<file path="src/rtl/image_pkg.sv">
// Shared image definitions: sequencer state encoding and default frame geometry,
// common to the frame sequencer, the BMP writer and the reader.
package image_pkg;

  localparam int DEF_IMAGE_WIDTH  = 768;
  localparam int DEF_IMAGE_HEIGHT = 512;

  typedef enum logic [2:0] {
    ST_IDLE   = 3'd0,
    ST_VSYNC  = 3'd1,
    ST_HBLANK = 3'd2,
    ST_DATA   = 3'd3,
    ST_DONE   = 3'd4
  } seq_state_e;

  function automatic int max3(input int a, input int b, input int c);
    int m;
    m = (a > b) ? a : b;
    return (m > c) ? m : c;
  endfunction

endpackage

</file>
<file path="src/rtl/cycle_counter.sv">
// Phase timer: clears on load, counts up while enabled, and flags when the
// count reaches the terminal value supplied for the current phase.
module cycle_counter #(
  parameter int WIDTH = 8
) (
  input  logic             clk,
  input  logic             rst_n,
  input  logic             load,
  input  logic             enable,
  input  logic [WIDTH-1:0] term,
  output logic             tc
);

  logic [WIDTH-1:0] count_q;

  // NOTE: sequential state is written with non-blocking assignments only, so every
  // flop samples pre-edge values regardless of process ordering.
  always_ff @(posedge clk or negedge rst_n) begin
    if (!rst_n) begin
      count_q <= '0;
    end else if (load) begin
      count_q <= '0;
    end else if (enable) begin
      count_q <= count_q + WIDTH'(1);
    end
  end

  assign tc = (count_q == term);

endmodule

</file>
<file path="src/rtl/frame_sequencer.sv">
// Frame timing generator: VSYNC, then per row an HBLANK gap and a DATA burst of
// pixel pairs, then a one-cycle DONE; drives the BMP writer's sync and address.
module frame_sequencer
  import image_pkg::*;
#(
  parameter int IMAGE_WIDTH  = DEF_IMAGE_WIDTH,
  parameter int IMAGE_HEIGHT = DEF_IMAGE_HEIGHT,
  parameter int VSYNC_CYCLES = 100,
  parameter int H_BLANK      = 160,
  localparam int ADDR_W = $clog2(IMAGE_WIDTH * IMAGE_HEIGHT),
  localparam int ROW_W  = (IMAGE_HEIGHT > 1) ? $clog2(IMAGE_HEIGHT) : 1
) (
  input  logic              clk,
  input  logic              reset,
  input  logic              start,
  input  logic              stop,
  output logic              vertical_Pulse,
  output logic              horizontal_Pulse,
  output logic [ADDR_W-1:0] pixel_Addr,
  output logic [ROW_W-1:0]  row,
  output logic              busy,
  output logic              frame_Done
);

  localparam int HALF_W  = IMAGE_WIDTH / 2;
  localparam int CNT_MAX = max3(VSYNC_CYCLES, H_BLANK, HALF_W);
  localparam int CNT_W   = $clog2(CNT_MAX + 1);

  localparam logic [CNT_W-1:0] VSYNC_TERM  = CNT_W'(VSYNC_CYCLES - 1);
  localparam logic [CNT_W-1:0] HBLANK_TERM = CNT_W'(H_BLANK - 1);
  localparam logic [CNT_W-1:0] DATA_TERM   = CNT_W'(HALF_W - 1);
  localparam logic [ROW_W-1:0] LAST_ROW    = ROW_W'(IMAGE_HEIGHT - 1);

  seq_state_e        state_q, state_d;
  logic              cnt_load, cnt_en, cnt_tc;
  logic [CNT_W-1:0]  cnt_term;
  logic [ADDR_W-1:0] row_base;

  cycle_counter #(.WIDTH(CNT_W)) u_phase_cnt (
    .clk    (clk),
    .rst_n  (reset),
    .load   (cnt_load),
    .enable (cnt_en),
    .term   (cnt_term),
    .tc     (cnt_tc)
  );

  // NOTE: every signal driven here gets a default before the case, so no path
  // leaves a value unassigned and no latch is inferred.
  always_comb begin
    state_d  = state_q;
    cnt_load = 1'b0;
    cnt_en   = 1'b0;
    cnt_term = '0;
    unique case (state_q)
      ST_IDLE: begin
        if (start) begin
          state_d  = ST_VSYNC;
          cnt_load = 1'b1;
        end
      end
      ST_VSYNC: begin
        cnt_term = VSYNC_TERM;
        if (cnt_tc) begin
          state_d  = ST_HBLANK;
          cnt_load = 1'b1;
        end else begin
          cnt_en = 1'b1;
        end
      end
      ST_HBLANK: begin
        cnt_term = HBLANK_TERM;
        if (cnt_tc) begin
          state_d  = ST_DATA;
          cnt_load = 1'b1;
        end else begin
          cnt_en = 1'b1;
        end
      end
      ST_DATA: begin
        cnt_term = DATA_TERM;
        if (cnt_tc) begin
          state_d  = (row == LAST_ROW) ? ST_DONE : ST_HBLANK;
          cnt_load = 1'b1;
        end else begin
          cnt_en = 1'b1;
        end
      end
      ST_DONE: begin
        state_d  = ST_IDLE;
        cnt_load = 1'b1;
      end
      default: begin
        state_d  = ST_IDLE;
        cnt_load = 1'b1;
      end
    endcase
    // Abort overrides every phase but IDLE, where start keeps priority.
    if (stop && state_q != ST_IDLE) begin
      state_d  = ST_IDLE;
      cnt_load = 1'b1;
      cnt_en   = 1'b0;
    end
  end

  // Outputs are decoded from the next state so they line up with the state register.
  always_ff @(posedge clk or negedge reset) begin
    if (!reset) begin
      state_q          <= ST_IDLE;
      vertical_Pulse   <= 1'b0;
      horizontal_Pulse <= 1'b0;
      busy             <= 1'b0;
      frame_Done       <= 1'b0;
      pixel_Addr       <= '0;
      row              <= '0;
      row_base         <= '0;
    end else begin
      state_q          <= state_d;
      vertical_Pulse   <= (state_d == ST_VSYNC);
      horizontal_Pulse <= (state_d == ST_DATA);
      busy             <= (state_d != ST_IDLE);
      frame_Done       <= (state_d == ST_DONE);

      if (state_q == ST_IDLE && start) begin
        row      <= '0;
        row_base <= '0;
      end else if (state_q == ST_DATA && state_d == ST_HBLANK) begin
        row      <= row + ROW_W'(1);
        row_base <= row_base + ADDR_W'(IMAGE_WIDTH);
      end

      if (state_d == ST_DATA) begin
        pixel_Addr <= (state_q == ST_DATA) ? pixel_Addr + ADDR_W'(2) : row_base;
      end
    end
  end

endmodule
</file>
<file path="config.mk">
export PLATFORM = sky130hd
export DESIGN_NAME = frame_sequencer
export DESIGN_NICKNAME = d
export VERILOG_FILES = /design/src/rtl/image_pkg.sv /design/src/rtl/cycle_counter.sv /design/src/rtl/frame_sequencer.sv
export SDC_FILE = /design/constraint.sdc
export NUM_CORES = 1
export LEC_CHECK = 0
export BUFFER_PORTS_ARGS = -buffer_cell sky130_fd_sc_hd__buf_4
export CAP_MARGIN = 30
export CORE_MARGIN = 5
export CORE_UTILIZATION = 44
export CTS_CLUSTER_DIAMETER = 40
export DETAILED_ROUTE_END_ITERATION = 12
export HOLD_SLACK_MARGIN = 0.02
export SETUP_SLACK_MARGIN = 0.1
export SYNTH_ARGS = -nofsm -noshare
export SYNTH_HDL_FRONTEND = slang
export SYNTH_SLANG_ARGS = --single-unit
</file>
<file path="constraint.sdc">
create_clock -name clk -period 3.25 [get_ports clk]
set_input_delay 0.1625 -clock clk [delete_from_list [all_inputs] [get_ports clk]]
set_output_delay 0.1625 -clock clk [all_outputs]
set_load 0.02 [all_outputs]
</file>
Word-level counts from Yosys, hierarchy flattened. Index checks and enable logic that the tools add are counted.

Word-level logic and storage cells: 53. Register bits after elaboration: 63. Output and inout bits: 32.

Reduce and logical (&&, ||, !) cells: 9. Mux-type cells: 22. Add/sub/neg operators: 4. Equality and inequality tests: 9.

Operators by type and width (number): 2-to-1 mux 19 bit (3); 2-to-1 mux 9 bit (4); one-hot mux 9 bit (3 select lines) (1); adder 19 x 10 -> 19 bit (second input constant) (1); adder 19 x 2 -> 19 bit (second input constant) (1); adder 9 x 1 -> 9 bit (second input constant) (2); 2-to-1 mux 3 bit (6); == test 3 x 2 -> 1 bit (second input constant) (4); one-hot mux 3 bit (4 select lines) (1); == test 9 bit (1); == test 9 bit (second input constant) (1); == test 3 x 1 -> 1 bit (second input constant) (2); 2-to-1 mux 1 bit (6); nonzero test 3 bit (2); nonzero test 2 bit (2); == test 3 bit (second input constant) (1); logical AND 1 bit (3); logical NOT 3 bit (1); OR reduction 3 bit (1); one-hot mux 1 bit (2 select lines) (1).

Depth between registers and ports, before layout.
Depth in word-level cells: 10. Gate-level depth with buffers: 12.

Hierarchy. A second synthesis with hierarchy kept.

Cell total of the unflattened synthesis: 339. Area, all modules: 3129.3 µm².

Modules (own cells, without submodules): frame_sequencer (seq. area each 1126.1 µm², times used 1, area an instance 2586.2 µm², cells each 284); cycle_counter (seq. area each 225.2 µm², times used 1, area an instance 543.0 µm², cells each 55).

Worst setup path after synthesis. Ideal clock, no wire load.

Path type: register to register. Start point: register state_q[1]. End point: register pixel_Addr[6]. Setup slack: 807 ps. Period minus slack after synthesis: 2443 ps. Required time: 3129 ps. Cell stages (with the launch flop): 9. Arrival time: 2322 ps. Cell sequence: dfrtp_1 -> buf_6 -> o21ba_1 -> or4_4 -> a211o_1 -> a22o_1 -> buf_4 -> a221o_1 -> a22o_1.

Word-level cells in the longest chain between the ends: 7. Elaborated cells between the ends (all ways): 16.

Ends and longest elaborated chain: start: declaration (RTL line frame_sequencer.sv:34) `seq_state_e state_q, state_d;`; start signal: assignment (RTL line frame_sequencer.sv:118) `state_q <= state_d;`; == test 3 x 2 -> 1 bit (tied with other cells) (RTL line frame_sequencer.sv:55, frame_sequencer.sv:133); one-hot mux 9 bit (3 select lines) (RTL line frame_sequencer.sv:55) `unique case (state_q)`; == test 9 bit (RTL line cycle_counter.sv:28) `assign tc = (count_q == term);`; 2-to-1 mux 3 bit, on equally long branches (RTL line frame_sequencer.sv:82, frame_sequencer.sv:64, frame_sequencer.sv:73); one-hot mux 3 bit (4 select lines) (RTL line frame_sequencer.sv:55); 2-to-1 mux 3 bit (RTL line frame_sequencer.sv:99) `if (stop && state_q != ST_IDLE) begin`; == test 3 x 2 -> 1 bit (RTL line frame_sequencer.sv:132) `if (state_d == ST_DATA) begin`; end signal: assignment (RTL line frame_sequencer.sv:133) `pixel_Addr <= (state_q == ST_DATA) ? pixel_Addr + ADDR_W'(2) : row_base;`; end: declaration (RTL line frame_sequencer.sv:19) `output logic [ADDR_W-1:0] pixel_Addr,`.

Several ways; a longest one is shown, not always the timed one. A chain may end at the register's enable or synchronous reset.

Worst setup path in the final report.
Start point: register state_q[0]. End point: register busy.

Word-level cells in the longest chain between the ends: 7. Elaborated cells between the ends (all ways): 15.

Ends and longest elaborated chain: == test 3 x 2 -> 1 bit or == test 3 x 1 -> 1 bit (tied branches) (RTL line frame_sequencer.sv:55); one-hot mux 9 bit (3 select lines) (RTL line frame_sequencer.sv:55); == test 9 bit (RTL line cycle_counter.sv:28); 2-to-1 mux 3 bit, on equally long branches (RTL line frame_sequencer.sv:82, frame_sequencer.sv:64, frame_sequencer.sv:73); one-hot mux 3 bit (4 select lines) (RTL line frame_sequencer.sv:55); 2-to-1 mux 3 bit (*) (RTL line frame_sequencer.sv:99); via state_d[0] (RTL line frame_sequencer.sv:34); nonzero test 3 bit (*) (RTL line frame_sequencer.sv:121) `busy <= (state_d != ST_IDLE);`; end signal: assignment (RTL line frame_sequencer.sv:121); end: declaration (RTL line frame_sequencer.sv:21) `output logic busy,`.

The timed path passes the listed nets; every way through them passes the cells marked *.

==> results.toml <==
[cells_and_area]
synthToLayoutAreaGrowth_pct = 13.9
final_core_util = 0.505
fin_nets = 371
instances_no_fill = 462
num_antenna_cells = 0
drive_above_1_share = 0.187

[timing]
fin_crit_sh = 0.862
finalHoldViolCount = 0
tns_ns = 0
fin_ws_ns = 0.448
finClkSkew_ns = 0.00552
maxSlewHeadroom = 0.486
setup-violations-final = 0
rsz0062_at_grt = "no"
fmax_mhz = 357
worstMarginPinSlew_ns = 0.768
finalMaxSlewViolations = 0
period_needed_ns = 2.80

[clock_network]
htreeDepth = 2
cts_buffer_depth = 2
clkTransAtPathRegs_ns = 0.09
post-cts-setup-buffer-count = 0
clock_sinks = 54
cts_made_buffers = 5
tritoncts = "yes"
cts.root.buffer_cell = "clkbuf_8"
clkLatencyLatePin_ns = 0.31

[setup_path]
arrival_ns = 2.99
cp-startpoint = "state_q[0]$_DFF_PN0_"
worstSetupEndpointType = "register"
crit_required_ns = 3.44
reg2reg_from = "state_q[0]$_DFF_PN0_"
critical_path_peak_fanout = 12
ff2ff_path_depth = 6
crit_path_start_kind = "register"
critPathKind = "register to register"

[synthesis]
synthTopCellsByArea = "dfrtp_1 43%, nor2_1 4.0%, nand2_1 3.8%"
seq_area_frac_synth = 0.427
synth.most_common_cell = "dfrtp_1"
syn_inst = 332
syn_area_per_cell_um2 = 9.52
syn_nets = 341
synth_area_um2 = 3160
ys_async_sr_fraction = 1.00
ys_top_cells_by_count = "54 x dfrtp_1, 34 x nor2_1, 32 x nand2_1, 19 x nand3_1, 13 x xor2_1"
ys_types = 61
ys_warn_count = 0
synth_ff_type = "dfrtp_1"
yosys.area.top_type_share = 0.427
synth-edff-count = 0
ys_ff_latch = 54
synth_area_leader_cell = "dfrtp_1"

[global_routing]
grt_pass1_vias = 2514
antenna_found_initial = 0
grt-ovfl-total = 0
grt_usage = 0.175
grt_max_degree = 55
grt_pass1_wl_um = 12500

[detailed_routing]
drt_pass1_iterations = 4
wl_um = 7380
ant_nets = 0
wl_per_cell_um = 16.0
vias_per_cell = 5.60
drtIter0Drc = 130
post-route-drc-count = 0
vias = 2587

[floorplanning]
die_y_um = 94.8
dieArea_um2 = 8980
initial_utilization = 0.443
fp.dieW_um = 94.8
ioPinCount = 36
core_area_um2 = 7140
rows = 31

[worst_hold_path]
min_path_type = "input pin to register"
whs_path_depth = 2
hold_start = "stop"

[power]
p_total_mw = 2.47
ir_drop_mv = 0.220
p_per_area_nw_per_um2 = 685
p_leak_nw = 1.54

[placement]
dpl.hpwl_um = 5170
pre_cts_ws_ns = 0.486
port_buffers = 34
dp.cells = 453
place_congestion = 0.854

[outcome]
status = "finished, final reports clean"

[flow_run]
drv_cap = 0
==> registers in the layout (all words and copies together), names as in the netlist, 3 cells and up <==
name	count
pixel_Addr	18
row_base	11
row	9
u_phase_cnt.count_q	9
state_q	3
==> final cells by class <==
cell class / count / area, µm²
tap: 99 / 124
fill: 708 / 3540
clock inverter: 1 / 30.0
sequential: 54 / 1350
inverter: 9 / 33.8
multi-input combinational: 251 / 1680
clock buffer: 7 / 76.3
timing repair buffer: 41 / 310
==> report_power, final <==
| part | switching [mW] | internal (mW) |
|---|---|---|
| Combinational | 0.652 | 0.423 |
| Sequential | 0.149 | 0.788 |
| Clock | 0.226 | 0.231 |
| Total | 1.03 | 1.44 |
==> layout by cell type, fill, tap and decap left out, types with 4 or more instances in the layout <==
| cell | count |
|---|---|
| a21oi_1 | 12 |
| nand4_1 | 9 |
| a2bb2oi_1 | 6 |
| nand2_1 | 32 |
| and4_1 | 4 |
| nand3_1 | 19 |
| or3_1 | 8 |
| mux2_2 | 5 |
| o21ai_0 | 11 |
| nor3_1 | 9 |
| a22o_1 | 4 |
| xor2_1 | 13 |
| and2_1 | 4 |
| buf_4 | 40 |
| o211ai_1 | 8 |
| nor2_1 | 34 |
| dfrtp_1 | 54 |
| clkbuf_8 | 5 |
| ha_1 | 5 |
| xnor2_1 | 5 |
| a211oi_2 | 6 |
| nand2b_1 | 4 |
| inv_1 | 8 |
==> layer usage <==
metal,global-route usage,vias up,wire length [µm]
li1,-,1280,-
met1,0.250,1261,3690
met2,0.276,38,3410
met3,0.0335,8,215
met4,0.0409,0,68
met5,0,-,0
==> path summary, 6_finish.rpt <==
path,to,slack (ns)
hold / removal,state_q[1]$_DFF_PN0_,0.09
min in group asynchronous,pixel_Addr[3]$_DFFE_PN0N_,0.43
hold reg to reg,row[6]$_DFFE_PN0P_,0.52
setup / recovery,busy$_DFF_PN0_,0.45
max in group asynchronous,u_phase_cnt.count_q[8]$_DFFE_PN0P_,2.35
setup reg to reg,busy$_DFF_PN0_,0.45
==> through the flow <==
step | area, µm² | hold slack (ns)
after global placement | 3480 | 0.260
after CTS | 3600 | 0.0771
after floorplan | 3160 | -0.133
final | 3600 | 0.0915
after detailed placement | 3480 | 0.259
after global routing | 3600 | 0.0723
==> cell families (layout without fill, tap and decap cells) <==
group / count (synthesis) / count (layout) / share of synthesized area
simple gates: 141 / 141 / 0.228
compound gates: 78 / 78 / 0.204
flops: 54 / 54 / 0.427
buf+inv: 27 / 58 / 0.0427
xor+xnor: 18 / 18 / 0.0499
mux: 8 / 8 / 0.0273
fa+ha+maj: 5 / 5 / 0.0198
other cells: 1 / 1 / 0.00119
==> critical path: stages, from the launching register on <==
cell	delay, ns
dfrtp_1	0.50
o21ba_1	0.27
or4_4	0.47
a211oi_4	0.37
a211o_1	0.54
nand2_1	0.17
or3_1	0.37
==> timing repair <==
| item | in CTS | in global routing |
|---|---|---|
| hold buffers | 1 | 0 |
| setup endpoints to repair | 0 | 0 |
| hold endpoints to repair | 54 | 0 |
| resized for setup | 0 | 0 |
No activity file was read; power rests on OpenSTA's default activity.
